==> src/rtl/register_writeback_bank.sv <==
// register_writeback_bank: buffers tagged results in a small FIFO and commits one per
// cycle into an 8-entry register bank, with a per-register busy scoreboard.
module register_writeback_bank #(
    parameter int unsigned DATA_WIDTH = 16,
    parameter int unsigned FIFO_DEPTH = 2
) (
    input  logic                  clk,
    input  logic                  rst,
    input  logic                  wr_valid,
    output logic                  wr_ready,
    input  logic [2:0]            wr_addr,
    input  logic [DATA_WIDTH-1:0] wr_data,
    input  logic                  reserve_valid,
    input  logic [2:0]            reserve_addr,
    output logic [7:0]            busy,
    output logic                  done_valid,
    output logic [2:0]            done_addr,
    output logic [DATA_WIDTH-1:0] r0,
    output logic [DATA_WIDTH-1:0] r1,
    output logic [DATA_WIDTH-1:0] r2,
    output logic [DATA_WIDTH-1:0] r3,
    output logic [DATA_WIDTH-1:0] r4,
    output logic [DATA_WIDTH-1:0] r5,
    output logic [DATA_WIDTH-1:0] r6,
    output logic [DATA_WIDTH-1:0] r7
);

    // Only depths 2 and 4 are supported, so a 1- or 2-bit pointer suffices.
    localparam int unsigned PW = (FIFO_DEPTH > 2) ? 2 : 1;
    localparam int unsigned CW = PW + 1;
    localparam logic [CW-1:0] FULL_CNT = CW'(FIFO_DEPTH);
    localparam logic [PW-1:0] LAST_PTR = PW'(FIFO_DEPTH - 1);

    typedef enum logic [0:0] {StIdle, StDrain} state_t;

    state_t                state_q;
    logic [CW-1:0]         count_q, count_d;
    logic [PW-1:0]         wr_ptr_q, rd_ptr_q;
    logic [2:0]            fifo_addr [FIFO_DEPTH];
    logic [DATA_WIDTH-1:0] fifo_data [FIFO_DEPTH];
    logic [DATA_WIDTH-1:0] regs [8];
    logic [7:0]            busy_d;
    logic                  push, pop;

    assign wr_ready = !rst && (count_q < FULL_CNT);

    // Handshake decode, next count and next scoreboard value.
    always_comb begin
        push    = wr_valid && wr_ready;
        pop     = (state_q == StDrain);
        count_d = count_q;
        if (push && !pop) begin
            count_d = count_q + CW'(1);
        end else if (!push && pop) begin
            count_d = count_q - CW'(1);
        end
        busy_d = busy;
        if (pop) begin
            busy_d[fifo_addr[rd_ptr_q]] = 1'b0;
        end
        // A newer producer reserving the same register overrides the commit clear.
        if (reserve_valid) begin
            busy_d[reserve_addr] = 1'b1;
        end
    end

    // Control FSM: occupancy, pointers, commit pulse and scoreboard.
    always_ff @(posedge clk) begin
        if (rst) begin
            state_q    <= StIdle;
            count_q    <= '0;
            wr_ptr_q   <= '0;
            rd_ptr_q   <= '0;
            done_valid <= 1'b0;
            done_addr  <= 3'd0;
            busy       <= 8'h00;
        end else begin
            count_q    <= count_d;
            state_q    <= (count_d != '0) ? StDrain : StIdle;
            busy       <= busy_d;
            done_valid <= pop;
            if (pop) begin
                done_addr <= fifo_addr[rd_ptr_q];
                rd_ptr_q  <= (rd_ptr_q == LAST_PTR) ? '0 : rd_ptr_q + PW'(1);
            end
            if (push) begin
                wr_ptr_q <= (wr_ptr_q == LAST_PTR) ? '0 : wr_ptr_q + PW'(1);
            end
        end
    end

    // Write-buffer storage; push is already blocked during reset via wr_ready.
    always_ff @(posedge clk) begin
        if (push) begin
            fifo_addr[wr_ptr_q] <= wr_addr;
            fifo_data[wr_ptr_q] <= wr_data;
        end
    end

    // Register bank: commit the FIFO head.
    always_ff @(posedge clk) begin
        if (rst) begin
            for (int i = 0; i < 8; i++) begin
                regs[i] <= '0;
            end
        end else if (pop) begin
            regs[fifo_addr[rd_ptr_q]] <= fifo_data[rd_ptr_q];
        end
    end

    assign r0 = regs[0];
    assign r1 = regs[1];
    assign r2 = regs[2];
    assign r3 = regs[3];
    assign r4 = regs[4];
    assign r5 = regs[5];
    assign r6 = regs[6];
    assign r7 = regs[7];

endmodule

==> config.mk <==
export PLATFORM = sky130hd
export DESIGN_NAME = register_writeback_bank
export DESIGN_NICKNAME = d
export VERILOG_FILES = /design/src/rtl/register_writeback_bank.sv
export SDC_FILE = /design/constraint.sdc
export NUM_CORES = 1
export LEC_CHECK = 0
export ABC_CLOCK_PERIOD_IN_PS = 3000
export CAP_MARGIN = 25
export CORE_AREA = 2 2 168 170
export CTS_CLUSTER_DIAMETER = 120
export DETAILED_ROUTE_END_ITERATION = 10
export DIE_AREA = 0 0 170 172
export GPL_ROUTABILITY_DRIVEN = 0
export PLACE_DENSITY_LB_ADDON = 0.12
export SLEW_MARGIN = 20
export SYNTH_ARGS = -nofsm -noshare
export SYNTH_HDL_FRONTEND = slang
export SYNTH_SLANG_ARGS = --single-unit
==> constraint.sdc <==
create_clock -name clk -period 3 [get_ports clk]
set_clock_uncertainty 0.2 [all_clocks]
set_input_delay 0.6 -clock clk [delete_from_list [all_inputs] [get_ports clk]]
set_output_delay 0.6 -clock clk [all_outputs]
set_load 0.02 [all_outputs]
== Word-level counts from Yosys, hierarchy flattened ==
Memories as Yosys holds them, arrays and structs flattened. A register that Yosys moved wholly into a read port is not among the register bits.
Cells that the tools add are included.
Word-level totals
  bits in registers: 17
  memory bits (writable): 166
  input bits: 26
  output and inout port bits: 141
  word-level logic and storage cells: 58
  memories: 3
Memories
  regs: words 8, bits a word 16, read ports 8, clocked after memory_dff 0, write ports 8, RTL line 41  | logic [DATA_WIDTH-1:0] regs [8];
  fifo_data: words 2, bits a word 16, read ports 1, clocked after memory_dff 1, write ports 1, RTL line 40  | logic [DATA_WIDTH-1:0] fifo_data [FIFO_DEPTH];
  fifo_addr: words 2, bits a word 3, read ports 1, clocked after memory_dff 1, write ports 1, RTL line 39  | logic [2:0] fifo_addr [FIFO_DEPTH];
Cells by class
  $add $sub $neg: 4
  magnitude comparators: 5
  mux-type cells: 25
  bitwise gates (word level): 3
  reduce and logical (&&, ||, !) cells: 11
Operators with widths (count)
  $mux W1: 17
  $mux W16: 1
  $mux W8: 2
  $reduce_or A16 Y1: 1
  $and A8 B8 Y8: 1
  $lt A3 B4 Y1 const B: 2
  $not A8 Y8: 1
  $or A8 B8 Y8: 1
  $demux W1 S3: 2
  $ge A3 B1 Y1 const B: 2
  $logic_and A1 B1 Y1: 6
  $mux W2: 2
  $logic_not A1 Y1: 3
  $mux W3: 1
  $add A1 B1 Y1 const B: 2
  $add A2 B1 Y2 const B: 1
  $lt A2 B2 Y1 const B: 1
  $reduce_bool A2 Y1: 1
  $sub A2 B1 Y2 const B: 1

== Depth between registers and ports, before layout ==
Gate-level depths: netlist of the first run.
  depth in word-level cells: 9
  depth in mapped cells: 6
  depth with buffers taken out: 3

== Worst setup path after synthesis of the first run ==
Ideal clock, no wire load.
  path type: input-to-reg
  from: input port rst
  to: memory fifo_addr[0][0], enable pin
  arrival: 2079 ps
  required time: 2405 ps
  setup slack: 326 ps
  cell stages on the path: 4
  buffers on the path: 1
  cell sequence: clkbuf_1 -> nor2_1 -> nand2_1 -> nor2_1
On the way
  longest elaborated chain between the ends: 5
Ends and longest elaborated chain
  from (decl): RTL line 8  | input logic rst,
  $logic_not A1 Y1: RTL line 45  | assign wr_ready = !rst && (count_q < FULL_CNT);
  $logic_and A1 B1 Y1: RTL line 45
  named net wr_ready: RTL line 10  | output logic wr_ready,
  $logic_and A1 B1 Y1: RTL line 49  | push = wr_valid && wr_ready;
  $mux W1: RTL line 94  | if (push) begin
  $mux W1 (not written as such): RTL line 95  | fifo_addr[wr_ptr_q] <= wr_addr;
  to (decl): RTL line 39
The timed path passes the listed nets, and every way through them passes these cells.

== Worst setup path after layout of the first run ==
  from: input port rst
  to: output port wr_ready
On the way
  longest elaborated chain between the ends: 2
Ends and longest elaborated chain (RTL line)
  $logic_not A1 Y1: 45
  $logic_and A1 B1 Y1: 45
  to (decl): 10
No other way between the ends.

==> flow_summary.toml, run 1 <==
[synth]
synth-seq-cells = 184
synth_nets = 453
yosys.area_share.simple_pct = 10.71
yosysUniqueCellTypes = 32
synth_xor_area_share_pct = 0.5173
seq_area_frac_synth_pct = 78.92
yosysWarnings = 0
syn_area_per_cell_um2 = 15.86
synth_top_family_by_area = "simple AND/OR/NAND/NOR gates"
synthTopCellsByArea = "edfxtp_1, nor2_1, dfxtp_1, mux2i_1, o211ai_4"
syn_inst = 427
synth_ff_type = "edfxtp_1"
synth_compound_area_share_pct = 5.006
synthMuxAreaShare_pct = 3.214
synth-edff-count = 166
synth_top_area_share_pct = 73.60
synthAdderAreaFrac_pct = 0
async_flop_share_pct = 0
synth_area_um2 = 6773
synth_top_area_cell = "edfxtp_1"

[global_route]
grt_pass1_wl_um = 25850
grt_max_degree = 20
grt-ovfl-total = 0
track_usage_pct = 12.40
antenna_found_initial = 0
grt_pass1_vias = 4034

[place]
dp_hpwl_um = 12910
port_buffers = 166

[clock_tree]
htreeDepth = 4
clock-sinks = 184
cts_resized = 0
cts_tree = "done"
ctsHoldBuffers = 0
cts_setup_buffers = 0
cts_buffer_depth = 2
cts_root_buf = "clkbuf_16"
cts.reportedPaths.clkPinSlew_ns = 0.07
numCtsBuffers = 17
clock_latency_ns = 0.43

[setup_path]
worstSetupStartpointType = "input port"
cp_max_fo = 3
cpMostUsedCell = "clkdlybuf4s50_1"
cp_data_arrival_time_ns = 1.85
cpMaxStageDelayCell = "clkdlybuf4s50_1"
required_ns = 2.20
path_delay_family = "buffers and inverters"
r2r_cells = 4
max_stage_delay_ns = 0.63
cp_cell_sequence = "clkdlybuf4s50_1, nor2_1, clkdlybuf4s50_1"
critPathKind = "input port to output port"
cp.depth = 3
crit_buf_inv = 2
end_kind = "output port"

[sta]
layout_min_cycle_time_ns = 2.646
setup_viol = 0
final_max_slew_viol_count = 0
finalCritPeriodShare_pct = 88.21
hold_ws_ns = 0.2864
rsz0062_at_grt = "no"
max_freq_mhz = 377.9
setup_tns_ns = 0
slew_headroom_pct = 51.72
hold_viol = 0
worst_slew_pin_slew_ns = 0.7221

[power_and_ir_drop]
powerDensity_nw_per_um2 = 697.5
p_leak_nw = 3.417
vdd_drop_max_mv = 0.2673

[final_layout]
multi_input_area_um2 = 1320
seq_area_um2 = 5345
syn2layout_area_growth_pct = 41.33
antennaDiodeCount = 0
fill_cells = 2689
layout.nets = 653
mostFrequentLayoutCells = "edfxtp_1, clkdlybuf4s50_1, nor2_1"
drive_above_1_share_pct = 12.52

[drt]
dr_total_vias = 4121
wl_met1_um = 8386
drc = 0
first_pass_iters = 4
ant_nets = 0
dr.max_layer_used = "met4"
finalWirelength_um = 17780
wl_met2_um = 8355
viasPerCell = 4.184
drt-initial-drc-count = 269
routedWlPerCell_um = 18.05
wl_met3_um = 787

[floorplanning]
std_cell_rows = 61
fp.coreArea_um2 = 27480
start_util_pct = 24.65
die_w_um = 170
die_h_um = 172
io_pins = 167
dieArea_um2 = 29240

[run_status]
outcome = "complete, no violations"

[worst_hold_path]
hold_depth = 2
min_path_type = "flop to flop"

[flow_run]
drv_cap = 0
[final timing paths]
check             startpoint  slack [ns]           to
hold reg to reg     wr_ptr_q        0.29     wr_ptr_q
setup / recovery         rst        0.35     wr_ready
setup reg to reg        flop        0.79  regs[0][12]
hold / removal      wr_ptr_q        0.29     wr_ptr_q
[cell usage after synthesis, types with 2 or more instances]
master    count
o211ai_1      8
o211ai_2      3
clkbuf_1      5
and3_1        3
buf_2         7
nand2_1      11
nor2_1      138
buf_6         4
mux2i_1      18
dfxtp_1      18
o211ai_4      5
nor3b_4       2
edfxtp_1    166
nor2b_1       2
a211oi_1      3
or2_2         2
a32o_1        8
xnor2_1       3
a21oi_1       5
and3b_1       4
[sequential cells by signal, indices dropped and copies added (netlist names), named ones only]
signal / count
busy: 8
rd_ptr_q: 1
fifo_data: 32
fifo_addr: 6
done_valid: 1
count_q: 2
regs: 128
wr_ptr_q: 1
pop: 1
done_addr: 3
[metal layers]
metal,global-route usage (%),vias to the layer above
li1,-,1956
met5,0,-
met2,19.59,130
met3,2.884,16
met1,16.86,2019
met4,4.125,0
[where the power goes]
part | switching (mW) | internal, mW
Sequential | 0.128 | 3.05
Clock | 1.04 | 1.10
Combinational | 0.804 | 0.561
[metrics by stage]
step,power (mW),cells,instance area (µm²),setup WS [ns],util [%]
6_report,6.677,985,9572,0.3538,34.84
4_1_cts,6.781,985,9572,0.3374,34.84
2_1_floorplan,3.931,427,6773,0.3261,-
3_5_place_dp,4.629,954,9016,0.3432,32.81
3_3_place_gp,4.612,954,9016,0.3246,32.81
5_1_grt,6.979,985,9572,0.2745,34.84
[cell families (layout without fill, tap and decap cells)]
logic type / count (synthesis) / in the layout
compound gates: 33 / 33
flops: 184 / 184
xor+xnor: 4 / 4
simple gates: 168 / 168
mux: 20 / 20
buf+inv: 18 / 230
[tightest hold or removal path, delay by kind of cell (launching register included)]
family          cells  cell delay, ns
simple gates        1            0.06
compound gates      1            0.05
flops               1            0.33
[area by class of cell]
cell class / instances / share of cell area (%)
inverter: 1 / 0.03922
sequential: 184 / 55.84
multi-input combinational: 225 / 13.79
tap: 346 / 4.523
clock inverter: 14 / 1.359
timing repair buffer: 198 / 20.00
clock buffer: 17 / 4.444
No activity file was read; power rests on OpenSTA's default activity.
==> run 2: changes to the inputs <==
==> constraint.sdc (replaced) <==
create_clock -name clk -period 3 [get_ports clk]
set_clock_uncertainty 0.2 [all_clocks]
set_input_delay 0.45 -clock clk [delete_from_list [all_inputs] [get_ports clk]]
set_output_delay 0.45 -clock clk [all_outputs]
set_load 0.02 [all_outputs]
==> flow_summary.toml, run 2 (synthesis results as in run 1) <==
[sta]
worst_slew_pin_slew_ns = 0.7491
setup_viol = 0
finalCritPeriodShare_pct = 81.69
layout_min_cycle_time_ns = 2.451
max_freq_mhz = 408.0
hold_viol = 0
final_max_slew_viol_count = 0
slew_headroom_pct = 49.91
setup_tns_ns = 0
rsz0062_at_grt = "no"

[global_route]
grt_max_degree = 21
grt_pass1_vias = 4075
grt_pass1_wl_um = 25340
track_usage_pct = 12.24
grt-ovfl-total = 0
antenna_found_initial = 0

[clock_tree]
cts_resized = 0
clock-sinks = 184
cts_tree = "done"
ctsHoldBuffers = 0
cts.reportedPaths.clkPinSlew_ns = 0.07
cts_buffer_depth = 2
numCtsBuffers = 17
htreeDepth = 4
cts_setup_buffers = 0
clock_latency_ns = 0.42
cts_root_buf = "clkbuf_16"

[final_layout]
drive_above_1_share_pct = 12.07
largest_register = "regs"
syn2layout_area_growth_pct = 41.68
mostFrequentLayoutCells = "edfxtp_1, clkdlybuf4s50_1, nor2_1"
reg_top3 = "regs x128, fifo_data x32, busy x8"
largest_reg_flops = 128
antennaDiodeCount = 0
layout.nets = 651
final_util_pct = 34.92

[drt]
first_pass_iters = 5
ant_nets = 0
routedWlPerCell_um = 17.71
drt-initial-drc-count = 263
finalWirelength_um = 17430
viasPerCell = 4.171
dr_total_vias = 4104
drc = 0

[power_and_ir_drop]
vdd_drop_max_mv = 0.3432
powerDensity_nw_per_um2 = 710.7
p_leak_nw = 3.420

[setup_path]
cp_data_arrival_time_ns = 1.80
r2r_cells = 5
reg2reg_slack_ns = 0.64
end_kind = "output port"
cp_max_fo = 6
required_ns = 2.35
critPathKind = "input port to output port"
reg2reg_to = "regs[3][15]"
worstSetupStartpointType = "input port"

[worst_hold_path]
hold_path_end = "wr_ptr_q"
min_path_type = "flop to flop"
hold_depth = 2
min_from = "wr_ptr_q"

[floorplanning]
die_h_um = 172
std_cell_rows = 61
start_util_pct = 24.65
io_pins = 167
fp.coreArea_um2 = 27480
dieArea_um2 = 29240
die_w_um = 170

[place]
dp_hpwl_um = 12970
port_buffers = 166

[flow_run]
drv_cap = 0

[run_status]
outcome = "complete, no violations"
-- run 2: cell type report --
type | instances | area, µm²
clock buffers | 17 | 425.4
flip-flops and latches | 184 | 5345
well taps | 346 | 432.9
inverters | 1 | 3.754
fillers | 2656 | 17880
repair buffers | 196 | 1887
clock inverters | 15 | 181.4
multi-input cells | 225 | 1320
-- run 2: worst max-delay path by stage --
stage / startpoint / to / depth (start not counted)
after floorplan: rst / fifo_addr[0][0] / 4
after global placement: rst / regs[0][12] / 4
after detailed placement: rst / regs[6][9] / 4
after CTS: rst / wr_ready / 3
after global routing: rst / wr_ready / 3
final: rst / wr_ready / 3
-- run 2: through the flow --
step                power [mW]  hold slack (ns)  cells  instance area [µm²]  setup WS, ns
floorplan                3.931           0.2490    427                 6773        0.4761
global placement         4.594           0.2709    952                 8989        0.4889
detailed placement       4.610           0.2974    952                 8989        0.5024
CTS                      6.908           0.3045    984                 9595        0.5229
global route             7.111           0.3250    984                 9595        0.4322
finish                   6.820           0.2971    984                 9595        0.5493
-- run 2: layer usage --
metal	vias to the layer above	wire, µm	part of all wire, %	track usage (%)
met2	120	8258	47	19.38
met4	0	229	1.3	4.125
met3	9	1012	5.8	3.479
met5	-	0	0	0
met1	2016	7928	45	16.19
li1	1959	-	-	-
-- run 2: power breakdown --
part           total (mW)  switching (mW)  internal (mW)
registers            3.17           0.125           3.05
logic                1.36           0.803          0.553
clock network        2.29            1.02           1.27
total                6.82            1.95           4.87
-- run 2: worst max-delay path: stages --
cell             delay, ns
clkdlybuf4s50_1       0.51
nor2_1                0.21
clkdlybuf4s50_1       0.63
